===== src/rtl/c_mq_pkg.sv =====
// c_mq_pkg: shared definitions for the hybrid multi-queue tracker.
//
// Contents:
//   cnt_width(n)     bits needed to hold 0..n (never less than 1)
//   occ_width(p, c)  per-queue occupancy width, holds 0..p+c
//   pool_width(s)    shared pool counter width, holds 0..s
//   ERR_OVERFLOW / ERR_UNDERFLOW  bit offsets within each queue's 2-bit error field
package c_mq_pkg;

  localparam int ERR_OVERFLOW  = 0;
  localparam int ERR_UNDERFLOW = 1;

  function automatic int cnt_width(input int n);
    return (n > 0) ? $clog2(n + 1) : 1;
  endfunction

  function automatic int occ_width(input int p, input int c);
    return cnt_width(p + c);
  endfunction

  function automatic int pool_width(input int s);
    return cnt_width(s);
  endfunction

endpackage


===== src/rtl/c_mq_queue_counter.sv =====
// c_mq_queue_counter: occupancy bookkeeping for one queue of the tracker.
//
// Optional feature macro: C_MQ_TRACKER_SHARED_EN (shared overflow pool).
//
// Ports:
//   clk, reset        clock, synchronous active-low reset
//   push_acc/pop_acc  accepted push / pop this cycle (already qualified by
//                     active, full/empty and same-queue pairing in the top)
//   shared_avail      free slots in the shared pool       (shared build only)
//   shr_take          this queue claims a shared slot     (shared build only)
//   shr_release       this queue returns a shared slot    (shared build only)
//   empty, almost_empty            occupancy == 0 / == 1
//   full, almost_full, two_free    available == 0 / == 1 / >= 2
//   occupancy         priv_cnt + shr_cnt
module c_mq_queue_counter
  import c_mq_pkg::*;
#(
  parameter int P = 2,
  parameter int C = 3
`ifdef C_MQ_TRACKER_SHARED_EN
  ,
  parameter int PW = 3
`endif
) (
  input  logic                        clk,
  input  logic                        reset,
  input  logic                        push_acc,
  input  logic                        pop_acc,
`ifdef C_MQ_TRACKER_SHARED_EN
  input  logic [PW-1:0]               shared_avail,
  output logic                        shr_take,
  output logic                        shr_release,
`endif
  output logic                        empty,
  output logic                        almost_empty,
  output logic                        full,
  output logic                        almost_full,
  output logic                        two_free,
  output logic [occ_width(P, C)-1:0]  occupancy
);

  localparam int OW  = occ_width(P, C);
  localparam int PCW = cnt_width(P);

  logic [PCW-1:0] priv_cnt;
  int             avail;
  int             occ;

`ifdef C_MQ_TRACKER_SHARED_EN
  localparam int SCW = cnt_width(C);

  logic [SCW-1:0] shr_cnt;
  int             shr_room;
  int             pool_room;

  // Room in the shared pool for this queue is limited both by its own cap
  // and by what the other queues have left in the pool.
  always_comb begin
    shr_room  = C - int'(shr_cnt);
    pool_room = int'(shared_avail);
    avail     = (P - int'(priv_cnt)) + ((shr_room < pool_room) ? shr_room : pool_room);
    occ       = int'(priv_cnt) + int'(shr_cnt);
  end

  // A paired push+pop leaves both counters alone, so strobes fire only for
  // an unpaired operation. Private slots fill first; shared slots drain first.
  assign shr_take    = push_acc & ~pop_acc & (priv_cnt == PCW'(P));
  assign shr_release = pop_acc & ~push_acc & (shr_cnt != '0);

  always_ff @(posedge clk) begin
    if (!reset) begin
      priv_cnt <= '0;
      shr_cnt  <= '0;
    end else if (shr_take) begin
      shr_cnt  <= shr_cnt + SCW'(1);
    end else if (shr_release) begin
      shr_cnt  <= shr_cnt - SCW'(1);
    end else if (push_acc && !pop_acc) begin
      priv_cnt <= priv_cnt + PCW'(1);
    end else if (pop_acc && !push_acc) begin
      priv_cnt <= priv_cnt - PCW'(1);
    end
  end
`else
  always_comb begin
    avail = P - int'(priv_cnt);
    occ   = int'(priv_cnt);
  end

  always_ff @(posedge clk) begin
    if (!reset) begin
      priv_cnt <= '0;
    end else if (push_acc && !pop_acc) begin
      priv_cnt <= priv_cnt + PCW'(1);
    end else if (pop_acc && !push_acc) begin
      priv_cnt <= priv_cnt - PCW'(1);
    end
  end
`endif

  assign empty        = (occ == 0);
  assign almost_empty = (occ == 1);
  assign full         = (avail == 0);
  assign almost_full  = (avail == 1);
  assign two_free     = (avail >= 2);
  assign occupancy    = OW'(occ);

endmodule


===== src/rtl/c_mq_tracker.sv =====
// c_mq_tracker: buffer state tracker for a hybrid multi-queue. Every queue
// owns num_private_slots private slots and may borrow up to
// max_shared_per_queue slots from a common pool of num_shared_slots.
//
// Optional feature macro: C_MQ_TRACKER_SHARED_EN. When undefined the pool
// is removed and the block is a static num_private_slots-deep tracker;
// shared_free then reads 0.
//
// Handshake: push_valid/pop_valid are single-cycle requests with one-hot
// selects. There is no ready; a request is accepted when the target queue
// is not full (push) / not empty (pop), judged on registered state. A push
// to a full queue is still accepted when paired with a pop from that queue.
// Rejected requests are reported on errors_qu in the same cycle.
//
// Ports:
//   clk, reset, active                 clock, sync active-low reset, enable
//   push_valid, push_sel_qu            push request, one-hot target
//   pop_valid, pop_sel_qu              pop request, one-hot source
//   empty_qu, almost_empty_qu          per-queue occupancy == 0 / == 1
//   full_qu, almost_full_qu, two_free_qu  per-queue available == 0 / 1 / >=2
//   occupancy_qu                       packed per-queue counts, OW bits each
//   shared_free                        free shared slots
//   errors_qu                          per queue {underflow, overflow}
module c_mq_tracker
  import c_mq_pkg::*;
#(
  parameter int num_queues           = 4,
  parameter int num_private_slots    = 2,
  parameter int num_shared_slots     = 4,
  parameter int max_shared_per_queue = 3,
  localparam int OW = occ_width(num_private_slots, max_shared_per_queue),
  localparam int PW = pool_width(num_shared_slots)
) (
  input  logic                       clk,
  input  logic                       reset,
  input  logic                       active,
  input  logic                       push_valid,
  input  logic [num_queues-1:0]      push_sel_qu,
  input  logic                       pop_valid,
  input  logic [num_queues-1:0]      pop_sel_qu,
  output logic [num_queues-1:0]      empty_qu,
  output logic [num_queues-1:0]      almost_empty_qu,
  output logic [num_queues-1:0]      full_qu,
  output logic [num_queues-1:0]      almost_full_qu,
  output logic [num_queues-1:0]      two_free_qu,
  output logic [num_queues*OW-1:0]   occupancy_qu,
  output logic [PW-1:0]              shared_free,
  output logic [num_queues*2-1:0]    errors_qu
);

  logic [num_queues-1:0] push_hit;
  logic [num_queues-1:0] pop_hit;
  logic [num_queues-1:0] push_acc;
  logic [num_queues-1:0] pop_acc;

  assign push_hit = {num_queues{push_valid}} & push_sel_qu;
  assign pop_hit  = {num_queues{pop_valid}} & pop_sel_qu;

  // A full queue is never empty, so a paired pop always makes room for the push.
  assign pop_acc  = {num_queues{active}} & pop_hit & ~empty_qu;
  assign push_acc = {num_queues{active}} & push_hit & (~full_qu | pop_acc);

  always_comb begin
    errors_qu = '0;
    for (int q = 0; q < num_queues; q++) begin
      errors_qu[2*q + ERR_OVERFLOW]  = active & push_hit[q] & full_qu[q] & ~pop_hit[q];
      errors_qu[2*q + ERR_UNDERFLOW] = active & pop_hit[q] & empty_qu[q];
    end
  end

`ifdef C_MQ_TRACKER_SHARED_EN
  logic [num_queues-1:0] shr_take;
  logic [num_queues-1:0] shr_release;
  logic [PW-1:0]         shared_used;
  logic                  take_any;
  logic                  release_any;

  // One push and one pop per cycle, so at most one take and one release.
  assign take_any    = |shr_take;
  assign release_any = |shr_release;

  always_ff @(posedge clk) begin
    if (!reset) begin
      shared_used <= '0;
    end else if (take_any && !release_any) begin
      shared_used <= shared_used + PW'(1);
    end else if (release_any && !take_any) begin
      shared_used <= shared_used - PW'(1);
    end
  end

  assign shared_free = PW'(num_shared_slots) - shared_used;
`else
  assign shared_free = '0;
`endif

  for (genvar q = 0; q < num_queues; q++) begin : g_queue
    c_mq_queue_counter #(
      .P  (num_private_slots),
      .C  (max_shared_per_queue)
`ifdef C_MQ_TRACKER_SHARED_EN
      ,
      .PW (PW)
`endif
    ) u_counter (
      .clk          (clk),
      .reset        (reset),
      .push_acc     (push_acc[q]),
      .pop_acc      (pop_acc[q]),
`ifdef C_MQ_TRACKER_SHARED_EN
      .shared_avail (shared_free),
      .shr_take     (shr_take[q]),
      .shr_release  (shr_release[q]),
`endif
      .empty        (empty_qu[q]),
      .almost_empty (almost_empty_qu[q]),
      .full         (full_qu[q]),
      .almost_full  (almost_full_qu[q]),
      .two_free     (two_free_qu[q]),
      .occupancy    (occupancy_qu[q*OW +: OW])
    );
  end

endmodule

===== config.mk =====
export PLATFORM = sky130hd
export DESIGN_NAME = c_mq_tracker
export DESIGN_NICKNAME = d
export VERILOG_FILES = /design/src/rtl/c_mq_pkg.sv /design/src/rtl/c_mq_queue_counter.sv /design/src/rtl/c_mq_tracker.sv
export SDC_FILE = /design/constraint.sdc
export NUM_CORES = 1
export LEC_CHECK = 0
export ABC_CLOCK_PERIOD_IN_PS = 4300
export CAP_MARGIN = 5
export CORE_MARGIN = 2
export CORE_UTILIZATION = 38
export CTS_CLUSTER_DIAMETER = 60
export DETAILED_ROUTE_END_ITERATION = 16
export PLACE_DENSITY = 0.85
export SYNTH_ARGS = -nofsm -noshare
export SYNTH_HDL_FRONTEND = slang
export SYNTH_SLANG_ARGS = --single-unit

===== constraint.sdc =====
create_clock -name clk -period 4.3 [get_ports clk]
set_clock_uncertainty 0.1 [all_clocks]
set_input_delay 0.43 -clock clk [delete_from_list [all_inputs] [get_ports clk]]
set_output_delay 0.43 -clock clk [all_outputs]
set_load 0.01 [all_outputs]

Word level (Yosys, flattened, before mapping). Cells that the tools add are included.

Reduce and logical (&&, ||, !) cells: 28. Equal/unequal tests: 8. Muxes and demuxes: 8. Add/subtract/negate cells: 12. Order comparisons: 4. Bitwise logic cells: 33.

Operators with widths (count): $logic_not 32->1 (8); $eq 32x2->1 const B (4); $ge 32x3->1 const B (4); $and 4x4->4 (6); $and 1x1->1 (20); $mux 2 (8); $sub 2x2->3 const A (4); $add 2x1->2 const B (4); $eq 2x2->1 const B (4); $logic_and 1x1->1 (8); $logic_not 1->1 (8); $not 4->4 (2); $reduce_bool 2->1 (4); $sub 2x1->2 const B (4); $not 1->1 (4); $or 4x4->4 (1).

Register bits: 8. Input bits: 13. Output and inout port bits: 43. Word-level logic and storage cells: 97.

Logic depth before layout (Yosys ltp). Gate-level depths: netlist (run 1).

Word-level depth: 9. Mapped depth: 7. Mapped depth without buffers: 7.

Cells and area by module. From an unflattened synthesis (run 1), not the netlist that was laid out.

Cells, all modules: 110. Area total of the unflattened synthesis: 824.5 um^2.

By module, submodules not included: c_mq_queue_counter (sequential area each 40.0 um^2, times used 4, area an instance 142.6 um^2, cells an instance 17); c_mq_tracker (sequential area each 0.0 um^2, times used 1, area an instance 254.0 um^2, cells an instance 42).

Worst setup path after synthesis (run 1). No wires, ideal clock.

Path type: input to register. Start: in active. End: reg g_queue[0].u_counter.priv_cnt[1]. Stages: 6. Buffers on the path: 1. Path slack: 2401 ps. Setup time: 70 ps. Required time: 4130 ps. Arrival: 1729 ps. Cell sequence: buf_4 nand3_1 or2_2 ha_1 or3_1 a21boi_1.

Longest elaborated chain between the ends: 7. Elaborated cells on any way between the ends: 11. Those cells by class: mux: 1; bitwise: 5; reduce/logical: 5.

Ends and longest elaborated chain: start, declared (line c_mq_tracker.sv:36) `input logic active,`; $and 4x4->4 (2 in series) (line c_mq_tracker.sv:60) `assign pop_acc = {num_queues{active}} & pop_hit & ~empty_qu;`; $or 4x4->4 (line c_mq_tracker.sv:61) `assign push_acc = {num_queues{active}} & push_hit & (~full_qu | pop_acc);`; $and 4x4->4 (line c_mq_tracker.sv:61); $logic_not 1->1 (line c_mq_queue_counter.sv:95) `end else if (pop_acc && !push_acc) begin`; $logic_and 1x1->1 (line c_mq_queue_counter.sv:95); $reduce_bool 2->1 (no line); end signal, assigned (line c_mq_queue_counter.sv:94) `priv_cnt <= priv_cnt + PCW'(1);`; end signal, assigned (line c_mq_queue_counter.sv:96) `priv_cnt <= priv_cnt - PCW'(1);`; end, declared (line c_mq_queue_counter.sv:45) `logic [PCW-1:0] priv_cnt;`.

Several ways; a longest one is shown, not always the timed one. A chain may end at the register's enable or synchronous reset.

Worst setup path after layout (run 1).
Start: in active. End: out errors_qu[6].

Longest elaborated chain between the ends: 3.

Ends and longest elaborated chain: $and 1x1->1 (3 in series) (line c_mq_tracker.sv:66) `errors_qu[2*q + ERR_OVERFLOW] = active & push_hit[q] & full_qu[q] & ~pop_hit[q];`; end, declared (line c_mq_tracker.sv:48) `output logic [num_queues*2-1:0] errors_qu`.

Every way passes these cells.

==> key figures, run 1 <==
STA
  – Min cycle time layout: 2880 ps
  – Unrepaired setup endpoints after global routing: false
  – Headroom to the max-slew limit: 67.3%
  – Final period util: 66.9%
  – Finish-stage setup viols: 0
  – Max Freq: 348 MHz
  – Least-Margin Pin Slew: 478 ps
  – Setup tns final: 0 ps
  – Fin. max-slew vios: 0
  – Final-report hold violation count: 0

Floorplanning
  – Die area: 0.00263 mm^2
  – Die height: 51.3 um
  – Core footprint: 0.00217 mm^2
  – Die Span X: 51.3 um
  – Initial Util: 39.2%
  – # IOs: 56
  – Cell row count: 17

Synthesis
  – Mapped Cells: 109
  – Avg Cell Area, Syn: 7.79 um^2
  – Top post-synthesis cells by area: buf_4, dfxtp_1, ha_1, buf_6, nand3_1
  – Synth warn: 0
  – Post-synthesis mux area share: 0%
  – Post-synth cell types: 19
  – Post-synth EDFFs: 0
  – Top cell type's share of synthesized area: 24.7%
  – Adder-cell share of the synthesized area: 5.89%
  – Synthesized cell area: 850 um^2
  – Post-synthesis compound-gate area fraction: 12.4%
  – Cell taking the most area after synthesis: buf_4
  – Sequential share of the synthesized area: 18.9%
  – Commonest cells in the netlist: buf_4, dfxtp_1, nand3_1, nor2_1
  – Cell with the most instances after synthesis: buf_4
  – Post-Synth XOR/XNOR Area: 8.25%
  – Main synth FF type: dfxtp_1
  – Async S/R FF share, synth: 0%
  – Synthesized flop and latch total: 8
  – Main combinational cell family by area after synthesis: buffers and inverters
  – Post-Synth Simple-Gate Area: 22.4%

Cells and area
  – Flip-flop count of the largest register after layout: 8
  – Final Cell Area: 0.00115 mm^2
  – Top reg by flops: g_queue.u_counter.priv_cnt
  – Antenna Cells: 0
  – Non-Filler Instances: 162
  – Layout cell share with drive strength beyond 1: 5.22%
  – Nets: 153
  – Top Registers: g_queue.u_counter.priv_cnt (8)
  – Layout area overhead: 35.9%

Clocking
  – Worst-skew pair later-pin latency: 240 ps
  – TritonCTS clock tree: done
  – CTS sink count: 8
  – CTS resizes: 0
  – Hold_buf cts: 0
  – CTS Buf Count: 3
  – Htree depth: 1
  – Post-CTS setup buffers: 0
  – Clock Tree Buf Depth: 2
  – Root Buffer: clkbuf_4
  – Clock Pin Slew Worst Setup and Hold Paths: 50 ps

Power and ir drop
  – Switch Pwr: 86.9 uW
  – PwrDens: 239 mW/mm^2
  – Gate power share: 46.5%
  – Reg power frac: 33.8%
  – Int Pwr: 189 uW
  – Clock network fraction of total power: 19.7%
  – VDD IR-drop max: 0.128 mV
  – Net Sw Frac: 31.5%
  – Leakage power total: 0.000442 uW

Setup path
  – Setup Crit Path Kind: input pin to output pin
  – Reg2Reg Setup Slack: 2400 ps
  – Crit end category: output pin
  – Critical path arrival: 2350 ps
  – Worst-path maximum fanout: 8
  – Startpoint types: input pin
  – WP data required: 3770 ps

Route
  – WL/cell: 10.6 um
  – Final ANT Viol Nets: 0
  – Vias per cell: 4.49
  – Vias: 727
  – First-pass detailed-route iteration total: 3
  – Initial DRC Count: 11
  – Routed WL: 1.71 mm
  – Post-route DRC: 0

Run
  – Max cap viols: 0

Placement
  – DP HPWL: 1.38 mm
  – Dpl cells: 159
  – GPL Wtd Cong: 0.695
  – IO buf count: 48
  – Placed cell area: 0.00113 mm^2

Hold path
  – Hold Crit Class: register to register

Global route
  – All-Layer GR Usage: 13.4%
  – Vias in the first global route: 606
  – Grt met1 use: 16.4%
  – Met3 Use GR: 5.26%
  – Initial antenna violation count: 0
  – Layer with the highest usage: met2
  – First-pass GRT wire length: 2.70 mm
  – Pin count of the biggest net entering global routing: 9
  – Met2 Use GR: 22.9%
  – Gr ovfl total: 0

Run status
  – Status: complete, no violations
[final timing paths]
check / start / to / cells past startpoint
worst max register to register: g_queue[0].u_counter.priv_cnt[0] / g_queue[0].u_counter.priv_cnt[1] / 5
worst max-delay path: active / errors_qu[6] / 4
worst min-delay path: g_queue[1].u_counter.priv_cnt[1] / g_queue[1].u_counter.priv_cnt[1] / 2
worst min register to register: g_queue[1].u_counter.priv_cnt[1] / g_queue[1].u_counter.priv_cnt[1] / 2
[logic make-up after synthesis]
family,Yosys count
buf+inv,36
xor+xnor,8
other cells,1
fa+ha+maj,4
simple gates,36
compound gates,16
flops,8
[power groups by stage]
stage	registers, uW	clock network [uW]	logic [uW]
floorplan	91.5	0	96.1
global placement	94.2	0	127
detailed placement	94.9	0	129
CTS	93.4	57.4	129
global route	95.3	61.4	140
finish	93.2	54.3	128
[layer usage]
layer	vias to the layer above	wire, um
met2	35	770
met5	-	0
met1	310	783
met3	0	157
li1	382	-
met4	0	0
[cell usage in the layout (no fill, tap or decap)]
master / count
nand3_1: 8
a21oi_1: 4
ha_1: 4
clkbuf_4: 3
a21boi_1: 4
o21ai_0: 4
or2_2: 4
xor2_1: 4
conb_1: 7
xnor2_1: 4
nor3_1: 4
or3_1: 4
dfxtp_1: 8
nor2b_1: 4
a2111oi_0: 4
clkdlybuf4s50_1: 48
and2_1: 4
nor2_1: 8
inv_1: 4
[critical path, stage by stage]
cell and delay (ps):
clkdlybuf4s50_1 630, nand3_1 160, a2111oi_0 500, clkdlybuf4s50_1 630
[cell type report]
class	count	area [um^2]
clock buffer	3	22.5
multi-input combinational	71	442
inverter	4	15.0
tap	28	35.0
timing repair buffer	48	480
fill	208	1010
sequential	8	160
[through the flow]
| step | setup slack, ps | util, % | hold slack [ps] | total power (uW) |
|---|---|---|---|---|
| after detailed placement | 1440 | 52.2 | 448 | 224 |
| after CTS | 1440 | 53.2 | 457 | 280 |
| after floorplan | 2400 | - | 451 | 188 |
| after global routing | 1230 | 53.2 | 497 | 297 |
| after global placement | 1530 | 52.2 | 430 | 221 |
| final | 1420 | 53.2 | 454 | 276 |
Power figures use the tool's default switching activity.
==> run 2: changes to the inputs <==
--- a/config.mk
+++ b/config.mk
@@ -5,13 +5,13 @@
 export SDC_FILE = /design/constraint.sdc
 export NUM_CORES = 1
 export LEC_CHECK = 0
-export ABC_CLOCK_PERIOD_IN_PS = 4300
+export ABC_CLOCK_PERIOD_IN_PS = 2400
 export CAP_MARGIN = 5
 export CORE_MARGIN = 2
-export CORE_UTILIZATION = 38
+export CORE_UTILIZATION = 32
 export CTS_CLUSTER_DIAMETER = 60
 export DETAILED_ROUTE_END_ITERATION = 16
-export PLACE_DENSITY = 0.85
+export PLACE_DENSITY = 0.77
 export SYNTH_ARGS = -nofsm -noshare
 export SYNTH_HDL_FRONTEND = slang
 export SYNTH_SLANG_ARGS = --single-unit
==> constraint.sdc (replaced) <==
create_clock -name clk -period 2.4 [get_ports clk]
set_clock_uncertainty 0.1 [all_clocks]
set_input_delay 0.24 -clock clk [delete_from_list [all_inputs] [get_ports clk]]
set_output_delay 0.24 -clock clk [all_outputs]
set_load 0.01 [all_outputs]
==> run 2 against run 1 <==
Net effect:
- core utilization is 6.3 points lower
- routed wire length up 9.5%
- register-to-register slack got worse by 1900 ps
- setup slack lost 1400 ps
- first-iteration DRC count unchanged
- global-route usage decreased by 1.6 points
- power up 81%
- combinational power up 82%
- count of clock-buffer cells in the layout did not move
- via count grew 5.2%
- highest routed layer is now met4
==> key figures, run 2 (synthesis gave the netlist of run 1 again) <==
Route
  – WL/cell: 11.3 um
  – Routed WL: 1.88 mm
  – Final ANT Viol Nets: 0
  – Vias per cell: 4.61
  – Vias: 765
  – Post-route DRC: 0
  – First-pass detailed-route iteration total: 2
  – Initial DRC Count: 11

STA
  – Final-report hold violation count: 0
  – Unrepaired setup endpoints after global routing: true
  – Finish-stage setup viols: 0
  – Setup tns final: 0 ps
  – Min cycle time layout: 2370 ps
  – Fin. max-slew vios: 0
  – Max Freq: 421 MHz
  – Final WS setup: 25.6 ps
  – Hold Slack: 446 ps
  – Final period util: 98.9%

Floorplanning
  – Cell row count: 18
  – Die height: 55.5 um
  – Die area: 0.00308 mm^2
  – Die Span X: 55.5 um
  – Initial Util: 34.0%
  – Core footprint: 0.00250 mm^2
  – # IOs: 56

Setup path
  – Worst-path maximum fanout: 4
  – WP data required: 2060 ps
  – R2R Path Start: g_queue[0].u_counter.priv_cnt[0]
  – Reg2Reg Setup Slack: 490 ps
  – Setup Crit Path Kind: input pin to output pin
  – Worst Reg-to-Reg Cells: 5
  – Startpoint types: input pin
  – Worst reg2reg path endpoint: g_queue[0].u_counter.priv_cnt[1]
  – Crit end category: output pin
  – Critical path arrival: 2030 ps

Power and ir drop
  – Leakage power total: 0.000452 uW
  – PwrDens: 425 mW/mm^2
  – VDD IR-drop max: 0.218 mV

Cells and area
  – Most frequent cells in the layout: clkdlybuf4s50_1, nor2_1, nand3_1, dfxtp_1, conb_1
  – # fillers: 249
  – Top Registers: g_queue.u_counter.priv_cnt (8)
  – Commonest non-fill, non-tap cell in the layout: clkdlybuf4s50_1
  – Layout area overhead: 38.0%
  – Flip-flop count of the largest register after layout: 8
  – Nets: 155
  – Antenna Cells: 0
  – Layout cell share with drive strength beyond 1: 6.62%
  – Top reg by flops: g_queue.u_counter.priv_cnt
  – Non-Filler Instances: 166

Clocking
  – Hold_buf cts: 0
  – TritonCTS clock tree: done
  – Clock Tree Buf Depth: 2
  – Clock Pin Slew Worst Setup and Hold Paths: 50 ps
  – CTS Buf Count: 3
  – CTS sink count: 8
  – Root Buffer: clkbuf_4
  – Post-CTS setup buffers: 0
  – Htree depth: 1
  – Worst-skew pair later-pin latency: 240 ps

Global route
  – All-Layer GR Usage: 11.8%
  – First-pass GRT wire length: 2.89 mm
  – Pin count of the biggest net entering global routing: 9
  – Gr ovfl total: 0
  – Vias in the first global route: 666
  – Initial antenna violation count: 0

Placement
  – GPL Wtd Cong: 0.809
  – DP HPWL: 1.51 mm
  – Post-Place Worst Slack: -72.6 ps
  – Dpl cells: 163
  – IO buf count: 48

Run status
  – Status: complete, no violations

Run
  – Max cap viols: 0

Hold path
  – Hold EP: g_queue[0].u_counter.priv_cnt[1]
  – Hold path depth: 2
  – Hold Crit Class: register to register
  – Hold path start: g_queue[0].u_counter.priv_cnt[1]
[run 2: cell types whose count changed in the layout (fill, tap and decap cells not counted)]
| cell | before | now |
|---|---|---|
| buf_4 | 0 | 2 |
| a2111oi_0 | 4 | 3 |
| a2111oi_1 | 0 | 1 |
| clkdlybuf4s50_1 | 48 | 47 |
| dlygate4sd2_1 | 0 | 1 |
[run 2: how the worst max path moves through the flow]
stage	slack, ps	start	cells past startpoint	to
floorplan	570	g_queue[0].u_counter.priv_cnt[0]	6	g_queue[0].u_counter.priv_cnt[1]
global placement	10	active	4	errors_qu[2]
detailed placement	-70	active	4	errors_qu[0]
CTS	70	push_valid	4	errors_qu[0]
global route	-0.2	push_valid	4	errors_qu[0]
finish	30	push_valid	4	errors_qu[0]
[run 2: where the power goes]
| group | switching [uW] | internal, uW | leakage [uW] | total [uW] |
|---|---|---|---|---|
| logic | 95.5 | 138 | 0.000373 | 233 |
| registers | 22.7 | 145 | 0.0000654 | 168 |
| clock network | 40.3 | 56.9 | 0.0000138 | 97.2 |
| total | 158 | 340 | 0.000452 | 498 |
[run 2: what timing repair did]
action / in CTS / in global routing
endpoints found under the setup margin: 2 / 1
pin swaps: 0 / 0
resized for setup: 2 / 0
[run 2: stage by stage]
step	area, um^2	power (uW)	util, %
detailed placement	1150	406	46.0
CTS	1170	506	46.9
global placement	1150	400	46.0
global route	1170	530	46.9
floorplan	872	336	-
finish	1170	498	46.9
[run 2: final cells by class]
type	instances	area (um^2)	share of cell area (%)
Clock buffer	3	22.5	1.92
Multi-Input combinational cell	71	443	37.8
Inverter	4	15.0	1.28
Sequential cell	8	160	13.7
Timing Repair Buffer	50	494	42.2
Tap cell	30	37.5	3.20
[run 2: metal layers]
metal	share of wire, %	vias up	GRT usage [%]
met4	0.75	0	2.09
met1	41	341	12.4
met2	50	37	21.6
met3	8.3	2	5.39
met5	0	-	0
li1	-	385	-
[run 2: worst max-delay path, cell delays in order]
cell and delay [ps]:
clkdlybuf4s50_1 550, nand3_1 140, a2111oi_1 480, clkdlybuf4s50_1 620
==> run 3: changes to the inputs <==
--- a/config.mk
+++ b/config.mk
@@ -9,9 +9,9 @@
 export CAP_MARGIN = 5
 export CORE_MARGIN = 2
 export CORE_UTILIZATION = 32
-export CTS_CLUSTER_DIAMETER = 60
 export DETAILED_ROUTE_END_ITERATION = 16
 export PLACE_DENSITY = 0.77
+export SKIP_CTS_REPAIR_TIMING = 1
 export SYNTH_ARGS = -nofsm -noshare
 export SYNTH_HDL_FRONTEND = slang
 export SYNTH_SLANG_ARGS = --single-unit
==> run 3 against run 2 <==
Net effect:
- power grew 0.18%
- sequential share of layout area shrank 0.058 points
- register-to-register slack is essentially flat
- sequential power is essentially flat
- clock power is essentially flat
- count of clock-buffer cells in the layout is the same
- design area grew 0.43%
- global-route usage shrank 0.29 points
- critical path type unchanged
- hold slack lost 2.4 ps
- combinational power is essentially flat
- final cell count is the same
==> key figures, run 3 (synthesis gave the netlist of run 1 again) <==
Power and ir drop
  – PwrDens: 424 mW/mm^2
  – Net Sw Frac: 31.8%
  – Int Pwr: 340 uW
  – Clock network fraction of total power: 19.5%
  – VDD IR-drop max: 0.218 mV
  – Switch Pwr: 159 uW
  – Reg power frac: 33.6%
  – Leakage power total: 0.000460 uW
  – Gate power share: 46.9%

Floorplanning
  – # IOs: 56
  – Core footprint: 0.00250 mm^2
  – Cell row count: 18
  – Die Span X: 55.5 um
  – Initial Util: 34.0%
  – Die area: 0.00308 mm^2
  – Die height: 55.5 um

Cells and area
  – Multi-input gate area: 444 um^2
  – Final Cell Area: 0.00118 mm^2
  – Flip-flop count of the largest register after layout: 8
  – Nets: 155
  – Commonest non-fill, non-tap cell in the layout: clkdlybuf4s50_1
  – Layout area overhead: 38.6%
  – Antenna Cells: 0
  – Top reg by flops: g_queue.u_counter.priv_cnt
  – Most frequent cells in the layout: clkdlybuf4s50_1, nor2_1, nand3_1, dfxtp_1, conb_1
  – Fin util: 47.1%
  – Register area: 160 um^2
  – Layout cell share with drive strength beyond 1: 6.62%
  – Top Registers: g_queue.u_counter.priv_cnt (8)
  – # fillers: 248

Global route
  – All-Layer GR Usage: 11.5%
  – Gr ovfl total: 0
  – Vias in the first global route: 658
  – Initial antenna violation count: 0
  – Pin count of the biggest net entering global routing: 9
  – First-pass GRT wire length: 2.84 mm

Setup path
  – Max incr delay on CP: 620 ps
  – CP delay by family, top: buffers and inverters
  – CP Cell Sequence: clkdlybuf4s50_1, nand3_1, a2111oi_1, clkdlybuf4s50_1
  – Slowest CP cell: clkdlybuf4s50_1
  – Worst Reg-to-Reg Cells: 5
  – WP data required: 2060 ps
  – Worst-path maximum fanout: 4
  – Worst reg2reg path endpoint: g_queue[0].u_counter.priv_cnt[1]
  – Most used cell, CP: clkdlybuf4s50_1
  – Crit end category: output pin
  – CP bufs+invs: 2
  – Setup Crit Path Kind: input pin to output pin
  – Startpoint types: input pin
  – Reg2Reg Setup Slack: 480 ps
  – Critical path arrival: 2040 ps
  – R2R Path Start: g_queue[0].u_counter.priv_cnt[0]

Route
  – Vias per cell: 4.62
  – Post-route DRC: 0
  – Initial DRC Count: 18
  – Routed WL: 1.87 mm
  – Final ANT Viol Nets: 0
  – WL/cell: 11.3 um
  – Vias: 767
  – First-pass detailed-route iteration total: 4

Placement
  – Post-Place Worst Slack: -72.6 ps
  – IO buf count: 48
  – DP HPWL: 1.51 mm
  – GPL Wtd Cong: 0.809
  – Placed cell area: 0.00115 mm^2

Hold path
  – Hold path start: g_queue[0].u_counter.priv_cnt[1]
  – Hold Crit Class: register to register
  – Hold path depth: 2
  – Hold EP: g_queue[0].u_counter.priv_cnt[1]

Run
  – Max cap viols: 0

Clocking
  – CTS sink count: 8
  – CTS Buf Count: 3
  – Root Buffer: clkbuf_4
  – Clock Pin Slew Worst Setup and Hold Paths: 50 ps
  – Htree depth: 1
  – Worst-skew pair later-pin latency: 240 ps
  – TritonCTS clock tree: done
  – Clock Tree Buf Depth: 2

STA
  – Max Freq: 420 MHz
  – Finish-stage setup viols: 0
  – Final-report hold violation count: 0
  – Min cycle time layout: 2380 ps
  – Final WS setup: 19.0 ps
  – Fin. max-slew vios: 0
  – Final period util: 99.2%
  – Hold Slack: 443 ps

Run status
  – Status: complete, no violations
==> run 3: cell types whose count changed in the layout (fill, tap and decap cells not counted) <==
cell	before	now
dlymetal6s2s_1	0	1
a2111oi_1	1	2
a2111oi_0	3	2
dlygate4sd2_1	1	0
==> run 3: power by group through the flow <==
stage / Sequential [uW] / Combinational [uW] / Clock [uW]
floorplan: 164 / 172 / 0
global placement: 169 / 231 / 0
detailed placement: 170 / 235 / 0
CTS: 168 / 236 / 102
global route: 170 / 252 / 108
finish: 168 / 234 / 97.2
==> run 3: worst reg2reg max path, cell delays in order (launching register included) <==
cell	delay, ps
dfxtp_1	480
nor2_1	120
or2_2	310
ha_1	330
or3_1	380
a21boi_1	130
==> run 3: stage by stage <==
| step | cells | TNS [ps] | total power (uW) |
|---|---|---|---|
| after floorplan | 115 | 0 | 336 |
| after global placement | 163 | 0 | 400 |
| after detailed placement | 163 | -79.7 | 406 |
| after CTS | 166 | -86.8 | 506 |
| after global routing | 166 | -0.774 | 531 |
| final | 166 | 0 | 499 |
==> run 3: how the worst max path moves through the flow <==
| stage | startpoint | end | depth (start not counted) |
|---|---|---|---|
| after global routing | push_valid | errors_qu[0] | 4 |
| after floorplan | g_queue[0].u_counter.priv_cnt[0] | g_queue[0].u_counter.priv_cnt[1] | 6 |
| after detailed placement | active | errors_qu[0] | 4 |
| after global placement | active | errors_qu[2] | 4 |
| final | push_valid | errors_qu[0] | 4 |
| after CTS | active | errors_qu[0] | 4 |
==> run 3: routing by layer <==
| metal | wire length, um | GRT usage [%] | vias up | part of all wire [%] |
|---|---|---|---|---|
| met3 | 143 | 5.39 | 0 | 7.6 |
| met4 | 0 | 1.74 | 0 | 0 |
| met5 | 0 | 0 | - | 0 |
| met2 | 941 | 20.7 | 35 | 50 |
| met1 | 789 | 12.4 | 345 | 42 |
| li1 | - | - | 387 | - |
==> run 3: final cells by class <==
| class | count | area share (%) |
|---|---|---|
| repair buffers | 50 | 42.3 |
| multi-input cells | 71 | 37.7 |
| flip-flops and latches | 8 | 13.6 |
| well taps | 30 | 3.19 |
| clock buffers | 3 | 1.91 |
| inverters | 4 | 1.28 |
